File: config.mk
export PLATFORM = sky130hd
export DESIGN_NAME = spi_txn_arbiter
export DESIGN_NICKNAME = d
export VERILOG_FILES = /design/src/rtl/spi_txn_arbiter.sv
export SDC_FILE = /design/constraint.sdc
export NUM_CORES = 1
export LEC_CHECK = 0
export ABC_CLOCK_PERIOD_IN_PS = 3850
export CORE_MARGIN = 2
export CORE_UTILIZATION = 46
export DETAILED_ROUTE_END_ITERATION = 7
export GPL_TIMING_DRIVEN = 1
export PLACE_DENSITY = 0.9
export SYNTH_ARGS = -nofsm -noshare
export SYNTH_HDL_FRONTEND = slang
export SYNTH_SLANG_ARGS = --single-unit
File: constraint.sdc
create_clock -name clk -period 3.85 [get_ports clk]
set_clock_uncertainty 0.2 [all_clocks]
set_input_delay 0.77 -clock clk [delete_from_list [all_inputs] [get_ports clk]]
set_output_delay 0.77 -clock clk [all_outputs]
set_load 0.01 [all_outputs]
File: src/rtl/spi_txn_arbiter.sv
// -----------------------------------------------------------------------------
// spi_txn_arbiter
//
// Shares one SPI master between three requesters. A round-robin pick is made
// in IDLE; the winner's chip select, rw code, SPI mode and write byte are
// latched. The FSM then walks SETUP -> XFER -> GAP -> IDLE. A transfer ends
// on m_done, which gives an ack, or on timeout, which gives an err. A winner
// whose chip select is 00 is refused with an err and goes straight to GAP.
//
// Handshake: req[i] is a level request. It stays high until the arbiter
// answers with a one-cycle ack[i] or err[i] pulse. gnt[i] is high while
// requester i owns the master. Toward the master, m_start is a one-cycle
// launch pulse and m_done is a one-cycle completion pulse. m_done is only
// looked at in XFER.
//
// Parameters
//   GAP_CYCLES : idle cycles with m_cs=00 between transactions (1..15)
//   TIMEOUT    : XFER cycles allowed before giving up on m_done (2..255)
//
// Ports
//   clk, rst_n                  : clock, async active-low reset
//   req[2:0]                    : per-requester request level
//   req_cs/req_rw/req_mode[5:0] : 2 bits per requester
//   req_wdata[23:0]             : byte per requester, requester i at [8i+7:8i]
//   gnt/ack/err[2:0]            : one-hot grant, completion pulse, error pulse
//   rdata[7:0]                  : byte from the last completed transfer
//   busy                        : high whenever the FSM is not IDLE
//   m_cs/m_rw/m_mode, m_wdata   : fields of the granted transaction, to master
//   m_start                     : launch pulse, first XFER cycle only
//   m_done, m_rdata             : master completion pulse and received byte
//   dbg_state[1:0]              : FSM state (0 IDLE, 1 SETUP, 2 XFER, 3 GAP)
// -----------------------------------------------------------------------------
module spi_txn_arbiter #(
    parameter int GAP_CYCLES = 2,
    parameter int TIMEOUT    = 64
) (
    input  logic        clk,
    input  logic        rst_n,
    input  logic [2:0]  req,
    input  logic [5:0]  req_cs,
    input  logic [5:0]  req_rw,
    input  logic [5:0]  req_mode,
    input  logic [23:0] req_wdata,
    output logic [2:0]  gnt,
    output logic [2:0]  ack,
    output logic [2:0]  err,
    output logic [7:0]  rdata,
    output logic        busy,
    output logic [1:0]  m_cs,
    output logic [1:0]  m_rw,
    output logic [1:0]  m_mode,
    output logic [7:0]  m_wdata,
    output logic        m_start,
    input  logic        m_done,
    input  logic [7:0]  m_rdata,
    output logic [1:0]  dbg_state
);

    typedef enum logic [1:0] {
        ST_IDLE  = 2'd0,
        ST_SETUP = 2'd1,
        ST_XFER  = 2'd2,
        ST_GAP   = 2'd3
    } state_t;

    localparam logic [7:0] XFER_LAST = 8'(TIMEOUT - 1);
    localparam logic [3:0] GAP_LAST  = 4'(GAP_CYCLES - 1);

    state_t      state_q, state_d;
    logic [1:0]  last_q, last_d;
    logic [2:0]  gnt_q, gnt_d;
    logic [2:0]  ack_q, ack_d;
    logic [2:0]  err_q, err_d;
    logic [7:0]  rdata_q, rdata_d;
    logic [1:0]  cs_q, cs_d;
    logic [1:0]  rw_q, rw_d;
    logic [1:0]  mode_q, mode_d;
    logic [7:0]  wdata_q, wdata_d;
    logic        start_q, start_d;
    logic [7:0]  xfer_cnt_q, xfer_cnt_d;
    logic [3:0]  gap_cnt_q, gap_cnt_d;

    // Round-robin winner: look at last+1, last+2, last+3 (mod 3) in order.
    logic [1:0]  win_idx;
    logic [2:0]  win_onehot;
    logic [1:0]  win_cs, win_rw, win_mode;
    logic [7:0]  win_wdata;
    logic [2:0]  rr_sum;
    logic        rr_found;

    always_comb begin
        win_idx  = last_q;
        rr_found = 1'b0;
        rr_sum   = 3'd0;
        for (int k = 1; k <= 3; k++) begin
            rr_sum = {1'b0, last_q} + 3'(k);
            if (rr_sum >= 3'd3) begin
                rr_sum = rr_sum - 3'd3;
            end
            if (!rr_found && req[rr_sum[1:0]]) begin
                rr_found = 1'b1;
                win_idx  = rr_sum[1:0];
            end
        end
        win_onehot = 3'b001 << win_idx;
    end

    always_comb begin
        case (win_idx)
            2'd0: begin
                win_cs    = req_cs[1:0];
                win_rw    = req_rw[1:0];
                win_mode  = req_mode[1:0];
                win_wdata = req_wdata[7:0];
            end
            2'd1: begin
                win_cs    = req_cs[3:2];
                win_rw    = req_rw[3:2];
                win_mode  = req_mode[3:2];
                win_wdata = req_wdata[15:8];
            end
            default: begin
                win_cs    = req_cs[5:4];
                win_rw    = req_rw[5:4];
                win_mode  = req_mode[5:4];
                win_wdata = req_wdata[23:16];
            end
        endcase
    end

    // State register: every flop of the block lives here.
    always_ff @(posedge clk or negedge rst_n) begin
        if (!rst_n) begin
            state_q    <= ST_IDLE;
            last_q     <= 2'd2;
            gnt_q      <= 3'b000;
            ack_q      <= 3'b000;
            err_q      <= 3'b000;
            rdata_q    <= 8'h00;
            cs_q       <= 2'b00;
            rw_q       <= 2'b00;
            mode_q     <= 2'b00;
            wdata_q    <= 8'h00;
            start_q    <= 1'b0;
            xfer_cnt_q <= 8'd0;
            gap_cnt_q  <= 4'd0;
        end else begin
            state_q    <= state_d;
            last_q     <= last_d;
            gnt_q      <= gnt_d;
            ack_q      <= ack_d;
            err_q      <= err_d;
            rdata_q    <= rdata_d;
            cs_q       <= cs_d;
            rw_q       <= rw_d;
            mode_q     <= mode_d;
            wdata_q    <= wdata_d;
            start_q    <= start_d;
            xfer_cnt_q <= xfer_cnt_d;
            gap_cnt_q  <= gap_cnt_d;
        end
    end

    // Next-state logic. ack/err/start are pulses and default to zero.
    always_comb begin
        state_d    = state_q;
        last_d     = last_q;
        gnt_d      = gnt_q;
        ack_d      = 3'b000;
        err_d      = 3'b000;
        rdata_d    = rdata_q;
        cs_d       = cs_q;
        rw_d       = rw_q;
        mode_d     = mode_q;
        wdata_d    = wdata_q;
        start_d    = 1'b0;
        xfer_cnt_d = xfer_cnt_q;
        gap_cnt_d  = gap_cnt_q;

        case (state_q)
            ST_IDLE: begin
                if (|req) begin
                    last_d = win_idx;
                    if (win_cs == 2'b00) begin
                        // Illegal select: refuse without ever touching the bus.
                        err_d     = win_onehot;
                        gap_cnt_d = 4'd0;
                        state_d   = ST_GAP;
                    end else begin
                        gnt_d   = win_onehot;
                        cs_d    = win_cs;
                        rw_d    = win_rw;
                        mode_d  = win_mode;
                        wdata_d = win_wdata;
                        state_d = ST_SETUP;
                    end
                end
            end
            ST_SETUP: begin
                xfer_cnt_d = 8'd0;
                start_d    = 1'b1;
                state_d    = ST_XFER;
            end
            ST_XFER: begin
                // m_done is checked first so it wins over a timeout in the same cycle.
                if (m_done) begin
                    rdata_d   = m_rdata;
                    ack_d     = gnt_q;
                    gnt_d     = 3'b000;
                    gap_cnt_d = 4'd0;
                    state_d   = ST_GAP;
                end else if (xfer_cnt_q == XFER_LAST) begin
                    err_d     = gnt_q;
                    gnt_d     = 3'b000;
                    gap_cnt_d = 4'd0;
                    state_d   = ST_GAP;
                end else begin
                    xfer_cnt_d = xfer_cnt_q + 8'd1;
                end
            end
            default: begin  // ST_GAP
                if (gap_cnt_q == GAP_LAST) begin
                    state_d = ST_IDLE;
                end else begin
                    gap_cnt_d = gap_cnt_q + 4'd1;
                end
            end
        endcase
    end

    // Output logic.
    always_comb begin
        gnt       = gnt_q;
        ack       = ack_q;
        err       = err_q;
        rdata     = rdata_q;
        busy      = (state_q != ST_IDLE);
        m_cs      = ((state_q == ST_SETUP) || (state_q == ST_XFER)) ? cs_q : 2'b00;
        m_rw      = rw_q;
        m_mode    = mode_q;
        m_wdata   = wdata_q;
        m_start   = start_q;
        dbg_state = state_q;
    end

endmodule

==> impl_summary.log, run 1 <==
[metrics] result of the run: completed
[metrics] CTS Hold Buffers Added: 0
[metrics] largest driver fanout on the critical path: 12
[metrics] Detailed Route Iter0 Violations: 250
[metrics] met1 global-route usage: 0.276
[metrics] wire length of the first global-routing pass: ~11000 um
[metrics] net count after synthesis: around 330
[metrics] height of the die: roughly 82 um
[metrics] met2 usage in global routing: 0.372
[metrics] worst hold slack after final layout: slightly above 0.3 ns
[metrics] reg2reg path depth: 9
[metrics] worst hold path class: flip-flop to flip-flop
[metrics] depth of the CTS H-tree: 2
[metrics] Least-Margin Pin Slew: 1.05 ns
[metrics] layout cells sized above 1: 0.126
[metrics] number of maximum-capacitance constraint violations: 0
[metrics] routed vias/inst: about 5.6
[metrics] kind of end point of the critical path: flip-flop
[metrics] area of the mapped netlist: 2800 um^2
[metrics] Filler cells: 471
[metrics] PortBufs: 90
[metrics] fraction of synthesized area in multiplexers: 0.170
[metrics] routability congestion estimate: around 0.82
[metrics] # setup viols final: 0
[metrics] maximum clock frequency: about 0.3 GHz
[metrics] cell area reported after detailed placement: 3780 um^2
[metrics] type of the setup path with the least slack: input pin to flip-flop
[metrics] Placement Rows: 28
[metrics] Antenna Diode Count: 0
[metrics] dominant combinational cell family by area after synthesis: multiplexers
[metrics] clock-pin transition on the worst setup and hold timing paths: approximately 0.1 ns
[metrics] count of instances resized after the clock tree is built: 0
[metrics] total die area: just under 7000 um^2
[metrics] power consumption: between 3 and 4 mW
[metrics] Clk Latency, worst-skew pair: a little over 0.3 ns
[metrics] beginning of the worst hold path: m_wdata[5]
[metrics] Synth Area per Inst: ~11 um^2
[metrics] Max rail drop VDD: 442 uV
[metrics] hold violation total from the final report: 0
[metrics] wirelength, routed: between 7000 and 8000 um
[metrics] Data required, critical path: between 3 and 4 ns
[metrics] pin count of the biggest net entering global routing: slightly below 50
[metrics] endpoint of the worst-slack reg-to-reg timing path: m_wdata[4]
[metrics] end of the worst hold path: m_wdata[5]
[metrics] WL per Instance: 16.9 um
[metrics] TritonCTS clock tree: yes
[metrics] total count of max-transition violations in the final report: 0
[metrics] overflow left after global routing: 0
[metrics] Tcrit/Tclk final: 0.891
[metrics] placeable core region: between 5000 and 6000 um^2
[metrics] sequential cell area fraction in the yosys report: 0.430
[metrics] Worst Setup SP: req[0]
[metrics] register-to-register path setup slack: 0.54 ns
[metrics] root buffer cell: clkbuf_8
[metrics] die width: 82.0 um
[metrics] Worst EP arrival: about 3.4 ns
[metrics] number of antenna violations at the first check in global routing: 0
[metrics] Synth Warn #: 0
[metrics] proportion of netlist area held by the largest area contributor: 0.420
[metrics] number of synthesized register bits: 48
[metrics] count of buffers added by post-CTS timing repair for setup: 0
[metrics] number of standard cells after synthesis: around 270
[metrics] CTS Sinks: 48
[metrics] xor/xnor share of the synthesized area: 0.0188
[metrics] Synth Area in Adders: 0.0447
[metrics] number of top-level design ports: ~90
[metrics] number of iterations in the first detailed-routing pass: 4
[metrics] DR vias: around 2400
[metrics] DRC Markers: 0
[metrics] Synth cell types: 57
[metrics] leakage power: between 1.5 and 2 nW
[metrics] growth of design area from synthesis to finish: 39.0%
[metrics] unrepaired setup endpoints after global routing: false
[metrics] global-route track usage on met3: 0.0484
[metrics] Cell Chain, Critical Path: clkdlybuf4s50_1 -> a21boi_1 -> o21ai_1 -> a222oi_1 -> mux2_2 -> o31ai_4 -> buf_4 -> mux2_1
[metrics] number of nets still failing antenna checks after routing: 0
[metrics] post-synthesis share of cell area spent on and, or, nand and nor gates: 0.150
[metrics] delay of the slowest cell on the worst path: 0.56 ns
[metrics] number of global-route vias before repair: about 2400
[metrics] deepest clock path buffer count: 2
[metrics] estimated wirelength of the detail-placed design: between 5000 and 6000 um
[metrics] power per cell area: 873 nW/um^2
[metrics] dominant cell type by area after synthesis: dfrtp_1
[metrics] setup TNS after final layout: 0 ns
[metrics] Crit-path slowest cell: clkdlybuf4s50_1
[metrics] compound-gate portion of the synthesized area: 0.149
[metrics] launching point of the worst reg2reg path: last_q[0]
[metrics] overall track demand over capacity in global routing: 0.218
[metrics] FFs w/ async S/R, synth: 1.00
[metrics] number of nets in the layout: between 400 and 500
[metrics] Post-synth EDFFs: 0
[metrics] Cells on Worst Hold Path: 1
[metrics] grt peak-use layer: met2
[metrics] kind of launch point of the worst setup path: input pin
[metrics] worst slew margin relative to its limit: 0.299
[metrics] most instantiated flip-flop cell in the synthesis netlist: dfrtp_1
[metrics] number of CTS-inserted buffers: 5
[metrics] post-layout minimum cycle time: ~3.4 ns
[metrics] final instance area: slightly below 4000 um^2
[metrics] Initial Utilization: 0.475
[metrics] dominant cells by area after synthesis: dfrtp_1 (42%), mux2i_1 (6.4%), mux2_4 (5.4%), ha_1 (4.5%), mux2_2 (4.4%)
power breakdown:
group | switching [mW] | total [mW] | internal, mW
Clock | 0.176 | 0.369 | 0.192
Combinational | 1.09 | 2.17 | 1.08
Sequential | 0.148 | 0.853 | 0.705
Total | 1.42 | 3.39 | 1.98
critical path, delay by kind of cell:
| kind | cells | cell delay, ns |
|---|---|---|
| buf+inv | 2 | 0.84 |
| compound gates | 4 | 0.98 |
| mux | 2 | 0.83 |
kinds of logic after synthesis:
logic type / count (synthesis)
multiplexers: 41
buffers and inverters: 24
XOR/XNOR: 6
adder cells (fa/ha/maj): 10
AND/OR/NAND/NOR: 80
AO/OA/AOI/OAI: 56
flip-flops: 48
layout by cell type (no fill, tap or decap), drive strengths merged, types with 7 or more instances in the layout:
| cell | Yosys | final |
|---|---|---|
| clkdlybuf4s50 | 0 | 89 |
| nor3 | 19 | 19 |
| nor2 | 16 | 16 |
| nand2 | 13 | 13 |
| buf | 4 | 8 |
| mux2 | 23 | 23 |
| mux2i | 18 | 18 |
| inv | 11 | 11 |
| a21oi | 17 | 17 |
| and3 | 7 | 7 |
| ha | 10 | 10 |
| dfrtp | 47 | 47 |
cells in the mapped netlist (3+ instances only):
library cell   n
dfrtp_1       47
mux2i_1       18
nor3_1        18
a21oi_1       17
nor2_1        16
nand2_1       13
mux2_2        11
ha_1          10
inv_1         10
mux2_4        10
clkbuf_1       9
and3_1         7
nor2b_1        5
a31oi_1        4
and2_1         4
o31ai_1        4
xnor2_1        4
a211o_1        3
a22o_1         3
nand2b_1       3
o21ai_1        3
registers in the layout, indices dropped and copies added (netlist names), 3 cells and up:
signal / flops
xfer_cnt_q: 8
gnt: 3
ack: 3
err: 3
rdata: 8
gap_cnt_q: 4
m_wdata: 8
per-stage QoR:
| step | utilization | instances | setup slack (ns) |
|---|---|---|---|
| CTS | 0.661 | 432 | 0.425 |
| floorplan | - | 265 | 0.843 |
| global route | 0.661 | 432 | 0.354 |
| finish | 0.661 | 432 | 0.421 |
| global placement | 0.642 | 424 | 0.283 |
| detailed placement | 0.642 | 424 | 0.0968 |
routing by layer:
metal,share of wire,wire length [um],vias to the layer above
li1,-,-,1145
met1,0.40,2950,1174
met2,0.52,3800,89
met3,0.058,424,15
met4,0.017,126,0
met5,0,0,-
how the worst max path moves through the flow:
stage                            end  cells past startpoint
after floorplan            m_mode[0]                      9
after global placement    m_wdata[4]                      8
after detailed placement  m_wdata[4]                      8
after CTS                 m_wdata[4]                      8
after global routing      m_wdata[4]                      8
final                     m_wdata[4]                      8
area by class of cell:
cell class | instances | area [um^2] | area share
Sequential cell | 48 | 1200 | 0.309
Inverter | 11 | 41.3 | 0.0106
Clock buffer | 5 | 68.8 | 0.0177
Multi-Input combinational cell | 193 | 1490 | 0.384
Clock inverter | 3 | 42.5 | 0.0109
Tap cell | 75 | 93.8 | 0.0241
Timing Repair Buffer | 97 | 948 | 0.244
Power figures use the tool's default switching activity.
==> inputs of run 2 (changes only) <==
CAP_MARGIN = 20   (was default)
CORE_UTILIZATION = 48   (was 46)
CTS_BUF_LIST = sky130_fd_sc_hd__clkbuf_4 sky130_fd_sc_hd__clkbuf_8   (was default)
PLACE_DENSITY = 0.93   (was 0.9)
REMOVE_ABC_BUFFERS = 1   (was default)
==> run 2 against run 1 <==
  * Fmax shrank 1.2%
  * Global-route usage rose by 0.90 points
  * Die area shrank 4.0%
  * Non-clock buffer count stayed put
==> impl_summary.log, run 2 (synthesis gave the netlist of run 1 again) <==
[metrics] result of the run: completed
[metrics] delay of the slowest cell on the worst path: 0.57 ns (about the same)
[metrics] DR vias: 2499 (+3.1%)
[metrics] sum of buffers and inverters on the critical path: 2 (unchanged)
[metrics] total count of max-transition violations in the final report: 0 (unchanged)
[metrics] setup TNS after final layout: 0 ns (unchanged)
[metrics] category of cells accounting for the largest share of critical-path delay: compound AO/OA/AOI/OAI gates
[metrics] kind of launch point of the worst setup path: input pin
[metrics] largest driver fanout on the critical path: 12 (unchanged)
[metrics] maximum clock frequency: 0.288 GHz (-1.2%)
[metrics] count of buffers added by post-CTS timing repair for setup: 0 (unchanged)
[metrics] growth of design area from synthesis to finish: 38.6%
[metrics] PortBufs: 90 (unchanged)
[metrics] CTS Hold Buffers Added: 0 (unchanged)
[metrics] wirelength, routed: 7220 um (-1.1%)
[metrics] Met1 Routed Length: 2990 um (+1.4%)
[metrics] post-layout minimum cycle time: 3.47 ns (+0.0401 ns)
[metrics] highest metal layer with signal wires: met4
[metrics] pin count of the biggest net entering global routing: 49 (unchanged)
[metrics] Met2 Routed Length: 3550 um (-6.4%)
[metrics] total die area: 6460 um^2 (-4.0%)
[metrics] worst slew margin relative to its limit: 0.537 (+0.238)
[metrics] height of the die: 80.3 um (-2.0%)
[metrics] number of iterations in the first detailed-routing pass: 5 (+1)
[metrics] routability congestion estimate: 0.857 (+5.1%)
[metrics] die width: 80.3 um (-2.0%)
[metrics] Clk Latency, worst-skew pair: 0.30 ns (about the same)
[metrics] leakage power: 1.71 nW (about the same)
[metrics] number of antenna violations at the first check in global routing: 0 (unchanged)
[metrics] worst hold path class: input pin to asynchronous set/reset pin
[metrics] Max rail drop VDD: 447 uV (+1.2%)
[metrics] CTS Sinks: 48 (unchanged)
[metrics] Detailed Route Iter0 Violations: 180 (-28%)
[metrics] setup slack at placement: 0.153 ns (+0.0567 ns)
[metrics] overall track demand over capacity in global routing: 0.227 (+0.00897)
[metrics] WL per Instance: 16.8 um (-0.38%)
[metrics] overflow left after global routing: 0 (unchanged)
[metrics] Met3 Routed Length: 486 um (+15%)
[metrics] DRC Markers: 0 (unchanged)
[metrics] most frequent standard cell in the layout excluding fill and tap cells: clkdlybuf4s50_1
[metrics] placeable core region: 5570 um^2 (-5.3%)
[metrics] final instance area: 3880 um^2 (-0.26%)
[metrics] Data required, critical path: 3.84 ns (about the same)
[metrics] Least-Margin Pin Slew: 0.693 ns (-0.358 ns)
[metrics] Cell Chain, Critical Path: clkdlybuf4s50_1 -> a21boi_1 -> o21ai_1 -> a222oi_1 -> mux2_2 -> o31ai_4 -> buf_4 -> mux2_1
[metrics] power per cell area: 853 nW/um^2 (-2.2%)
[metrics] hold violation total from the final report: 0 (unchanged)
[metrics] power consumption: 3.31 mW (-2.4%)
[metrics] Placement Rows: 27 (-3.6%)
[metrics] number of nets still failing antenna checks after routing: 0 (unchanged)
[metrics] cell area reported after detailed placement: 3770 um^2 (-0.30%)
[metrics] root buffer cell: clkbuf_8
[metrics] depth of the CTS H-tree: 2 (unchanged)
[metrics] highest-count cells in the layout ignoring fill and taps: clkdlybuf4s50_1 (89), dfrtp_1 (47), nor3_1 (18), mux2i_1 (18), a21oi_1 (17)
[metrics] Worst EP arrival: 3.46 ns (+0.03 ns)
[metrics] routed vias/inst: 5.83 (+3.9%)
[metrics] count of instances resized after the clock tree is built: 0 (unchanged)
[metrics] Tcrit/Tclk final: 0.901 (+0.0104)
[metrics] clock-pin transition on the worst setup and hold timing paths: 0.09 ns (about the same)
[metrics] unrepaired setup endpoints after global routing: false
[metrics] number of top-level design ports: 91 (unchanged)
[metrics] number of CTS-inserted buffers: 5 (unchanged)
[metrics] Initial Utilization: 0.502 (+0.0266)
[metrics] number of global-route vias before repair: 2452 (+2.0%)
[metrics] final core utilization: 0.696 (+0.0351)
[metrics] deepest clock path buffer count: 2 (unchanged)
[metrics] layout cells sized above 1: 0.126 (unchanged)
[metrics] Antenna Diode Count: 0 (unchanged)
[metrics] Crit-path slowest cell: clkdlybuf4s50_1
[metrics] wire length of the first global-routing pass: 11400 um (+1.1%)
[metrics] type of the setup path with the least slack: input pin to flip-flop
[metrics] kind of end point of the critical path: flip-flop
[metrics] estimated wirelength of the detail-placed design: 5290 um (-0.76%)
[metrics] number of maximum-capacitance constraint violations: 0 (unchanged)
[metrics] number of nets in the layout: 422 (unchanged)
[metrics] worst-case setup margin in the final layout: 0.381 ns (-0.0401 ns)
[metrics] TritonCTS clock tree: yes
[metrics] # setup viols final: 0 (unchanged)
==> run 2: cell count changes in the layout (fill, tap and decap cells not counted), sizes merged <==
| cell | before | now |
|---|---|---|
| clkinv | 1 | 2 |
| clkinvlp | 1 | 0 |
| bufinv | 1 | 0 |
| clkbuf | 5 | 6 |
==> run 2: cell type report <==
| type | count | area, um^2 |
|---|---|---|
| well taps | 72 | 90.1 |
| flip-flops and latches | 48 | 1200 |
| clock buffers | 6 | 82.6 |
| repair buffers | 97 | 961 |
| clock inverters | 2 | 10.0 |
| multi-input cells | 193 | 1490 |
| fillers | 409 | 1700 |
| inverters | 11 | 41.3 |
==> run 2: worst register-to-register path, delay by kind of cell, from the launching register on <==
family                   cells  cell delay [ns]
AO/OA/AOI/OAI                4             1.00
multiplexers                 2             0.81
flip-flops                   1             0.46
buffers and inverters        2             0.43
adder cells (fa/ha/maj)      1             0.29
==> run 2: layer usage <==
layer / up-vias / track usage
li1: 1150 / -
met2: 122 / 0.379
met1: 1206 / 0.288
met4: 0 / 0.0746
met5: - / 0
met3: 21 / 0.0562
==> run 2: metrics by stage <==
step | std cells | hold WS, ns
global route | 429 | 0.108
floorplan | 252 | 0.242
CTS | 428 | 0.297
global placement | 420 | 0.255
finish | 429 | 0.109
detailed placement | 420 | 0.282
==> run 2: worst paths after layout <==
path / start / endpoint / slack (ns) / depth (start not counted)
worst max-delay path: req[0] / m_wdata[4] / 0.38 / 8
worst min-delay path: rst_n / xfer_cnt_q[1] / 0.11 / 1
worst max register to register: last_q[0] / m_wdata[4] / 0.54 / 9
worst min register to register: m_wdata[4] / m_wdata[4] / 0.30 / 1
max in group asynchronous: rst_n / last_q[1] / 2.80 / 2
min in group clk: m_wdata[4] / m_wdata[4] / 0.30 / 1
==> run 2: power breakdown <==
group / internal (mW) / total, mW / switching, mW
combinational: 1.07 / 2.14 / 1.08
sequential: 0.705 / 0.854 / 0.150
clock: 0.144 / 0.311 / 0.168
total: 1.91 / 3.31 / 1.40
==> inputs of run 3 (changes only) <==
ABC_CLOCK_PERIOD_IN_PS = 3650   (was 3850)
HOLD_SLACK_MARGIN = 0.1   (was default)
MAX_ROUTING_LAYER = met4   (was default)
clock period = 3.65 ns   (was 3.85 ns; I/O delays follow)
==> run 3 against run 2 <==
  * Critical path depth unchanged
  * Die area unchanged
  * Sequential cell count unchanged
  * Hold slack better by 0.078 ns
  * Cell count up 0.23%
  * Setup slack better by 0.019 ns
  * Routed wire length is 0.73% lower
  * Non-clock buffer count grew 2
  * Sequential power grew 4.9%
  * Largest cell class unchanged
  * Largest power group unchanged
==> impl_summary.log, run 3 (synthesis gave the netlist of run 1 again) <==
[metrics] leakage power: 1.72 nW (+0.74%)
[metrics] count of instances resized after the clock tree is built: 0 (unchanged)
[metrics] kind of launch point of the worst setup path: input pin
[metrics] TritonCTS clock tree: yes
[metrics] number of nets still failing antenna checks after routing: 0 (unchanged)
[metrics] pin count of the biggest net entering global routing: 49 (unchanged)
[metrics] final core utilization: 0.701 (+0.00561)
[metrics] Worst EP arrival: 3.23 ns (-0.23 ns)
[metrics] PortBufs: 90 (unchanged)
[metrics] Max rail drop VDD: 460 uV (+2.9%)
[metrics] result of the run: completed
[metrics] Tcrit/Tclk final: 0.890
[metrics] hold violation total from the final report: 0 (unchanged)
[metrics] wire length of the first global-routing pass: 11600 um (+1.4%)
[metrics] CTS Hold Buffers Added: 0 (unchanged)
[metrics] highest-count cells in the layout ignoring fill and taps: clkdlybuf4s50_1 (89), dfrtp_1 (47), nor3_1 (18), mux2i_1 (18), a21oi_1 (17)
[metrics] most frequent standard cell in the layout excluding fill and tap cells: clkdlybuf4s50_1
[metrics] count of buffers added by post-CTS timing repair for setup: 0 (unchanged)
[metrics] unrepaired setup endpoints after global routing: false
[metrics] CTS Sinks: 48 (unchanged)
[metrics] number of antenna violations at the first check in global routing: 0 (unchanged)
[metrics] growth of design area from synthesis to finish: 39.8%
[metrics] Least-Margin Pin Slew: 0.661 ns (-0.0317 ns)
[metrics] maximum clock frequency: between 0.3 and 0.4 GHz
[metrics] number of top-level design ports: 91 (unchanged)
[metrics] overflow left after global routing: 0 (unchanged)
[metrics] Data required, critical path: 3.63 ns (-0.21 ns)
[metrics] kind of end point of the critical path: flip-flop
[metrics] Initial Utilization: 0.502 (unchanged)
[metrics] reg2reg path depth: 9 (unchanged)
[metrics] worst hold slack after final layout: 0.187 ns (+0.0780 ns)
[metrics] number of nets in the layout: 424 (+0.47%)
[metrics] height of the die: 80.3 um (unchanged)
[metrics] setup TNS after final layout: 0 ns (unchanged)
[metrics] number of maximum-capacitance constraint violations: 0 (unchanged)
[metrics] total instance count after detailed placement: 422 (+0.48%)
[metrics] depth of the CTS H-tree: 2 (unchanged)
[metrics] number of CTS-inserted buffers: 5 (unchanged)
[metrics] Clk Latency, worst-skew pair: 0.30 ns (about the same)
[metrics] DR vias: 2443 (-2.2%)
[metrics] routability congestion estimate: 0.920 (+7.3%)
[metrics] Filler cells: 402 (-1.7%)
[metrics] Antenna Diode Count: 0 (unchanged)
[metrics] # setup viols final: 0 (unchanged)
[metrics] Detailed Route Iter0 Violations: 100 (-44%)
[metrics] post-layout minimum cycle time: between 3 and 4 ns
[metrics] root buffer cell: clkbuf_8
[metrics] routed vias/inst: 5.68 (-2.5%)
[metrics] Placement Rows: 27 (unchanged)
[metrics] worst hold path class: input pin to asynchronous set/reset pin
[metrics] die width: 80.3 um (unchanged)
[metrics] placeable core region: 5570 um^2 (unchanged)
[metrics] overall track demand over capacity in global routing: 0.234 (+0.00679)
[metrics] layout cells sized above 1: 0.128 (+0.00244)
[metrics] DRC Markers: 0 (unchanged)
[metrics] deepest clock path buffer count: 2 (unchanged)
[metrics] number of global-route vias before repair: 2486 (+1.4%)
[metrics] wirelength, routed: 7160 um (-0.73%)
[metrics] estimated wirelength of the detail-placed design: 5320 um (+0.52%)
[metrics] worst-case setup margin in the final layout: 0.400 ns (+0.0187 ns)
[metrics] largest driver fanout on the critical path: 12 (unchanged)
[metrics] setup slack at placement: 0.101 ns (-0.0524 ns)
[metrics] Non-Filler Instances: 430 (+0.23%)
[metrics] total count of max-transition violations in the final report: 0 (unchanged)
[metrics] type of the setup path with the least slack: input pin to flip-flop
[metrics] power per cell area: 906 nW/um^2 (+6.2%)
[metrics] worst slew margin relative to its limit: 0.558 (+0.0212)
[metrics] clock-pin transition on the worst setup and hold timing paths: 0.09 ns (about the same)
[metrics] total die area: 6460 um^2 (unchanged)
[metrics] number of iterations in the first detailed-routing pass: 4 (-1)
[metrics] WL per Instance: 16.7 um (-0.97%)
[run 3: cell count changes in the layout (fill, tap and decap cells not counted), sizes merged]
cell    previous run  this run
buf                8        10
clkbuf             6         7
clkinv             2         0
[run 3: layout make-up]
type / instances / area (um^2) / share of cell area
multi-input cells: 193 / 1490 / 0.381
clock buffers: 7 / 96.3 / 0.0246
well taps: 72 / 90.1 / 0.0230
inverters: 11 / 41.3 / 0.0106
repair buffers: 99 / 988 / 0.253
flip-flops and latches: 48 / 1200 / 0.308
[run 3: per-stage QoR]
step                      cell area (um^2)  total power, mW
after floorplan                       2740             2.33
after global placement                3790             3.10
after detailed placement              3790             3.20
after CTS                             3890             3.55
after global routing                  3910             3.77
final                                 3910             3.54
[run 3: worst paths after layout]
| kind | end | slack, ns | startpoint |
|---|---|---|---|
| setup / recovery | m_wdata[4] | 0.40 | req[2] |
| hold / removal | dbg_state[1] | 0.19 | rst_n |
| setup reg to reg | m_wdata[4] | 0.45 | last_q[0] |
| hold reg to reg | cs_q[0] | 0.28 | cs_q[0] |
| max in group asynchronous | rdata[5] | 2.55 | rst_n |
| min in group clk | cs_q[0] | 0.28 | cs_q[0] |
[run 3: critical path: stages]
cell,delay (ns)
clkdlybuf4s50_1,0.61
a22o_1,0.24
o21ai_1,0.07
a222oi_1,0.35
mux2_2,0.46
o31ai_4,0.24
buf_12,0.19
mux2_1,0.33
[run 3: power breakdown]
group,total (mW),switching [mW],leakage (nW),internal (mW)
sequential,0.896,0.152,0.597,0.744
combinational,2.31,1.15,1.07,1.16
clock,0.343,0.174,0.0503,0.169
[run 3: routing by layer]
metal  global-route usage  routed length [um]
met1                0.297                2980
met2                0.370                3540
met3               0.0483                 458
met5                    -                   0
met4               0.0881                 189
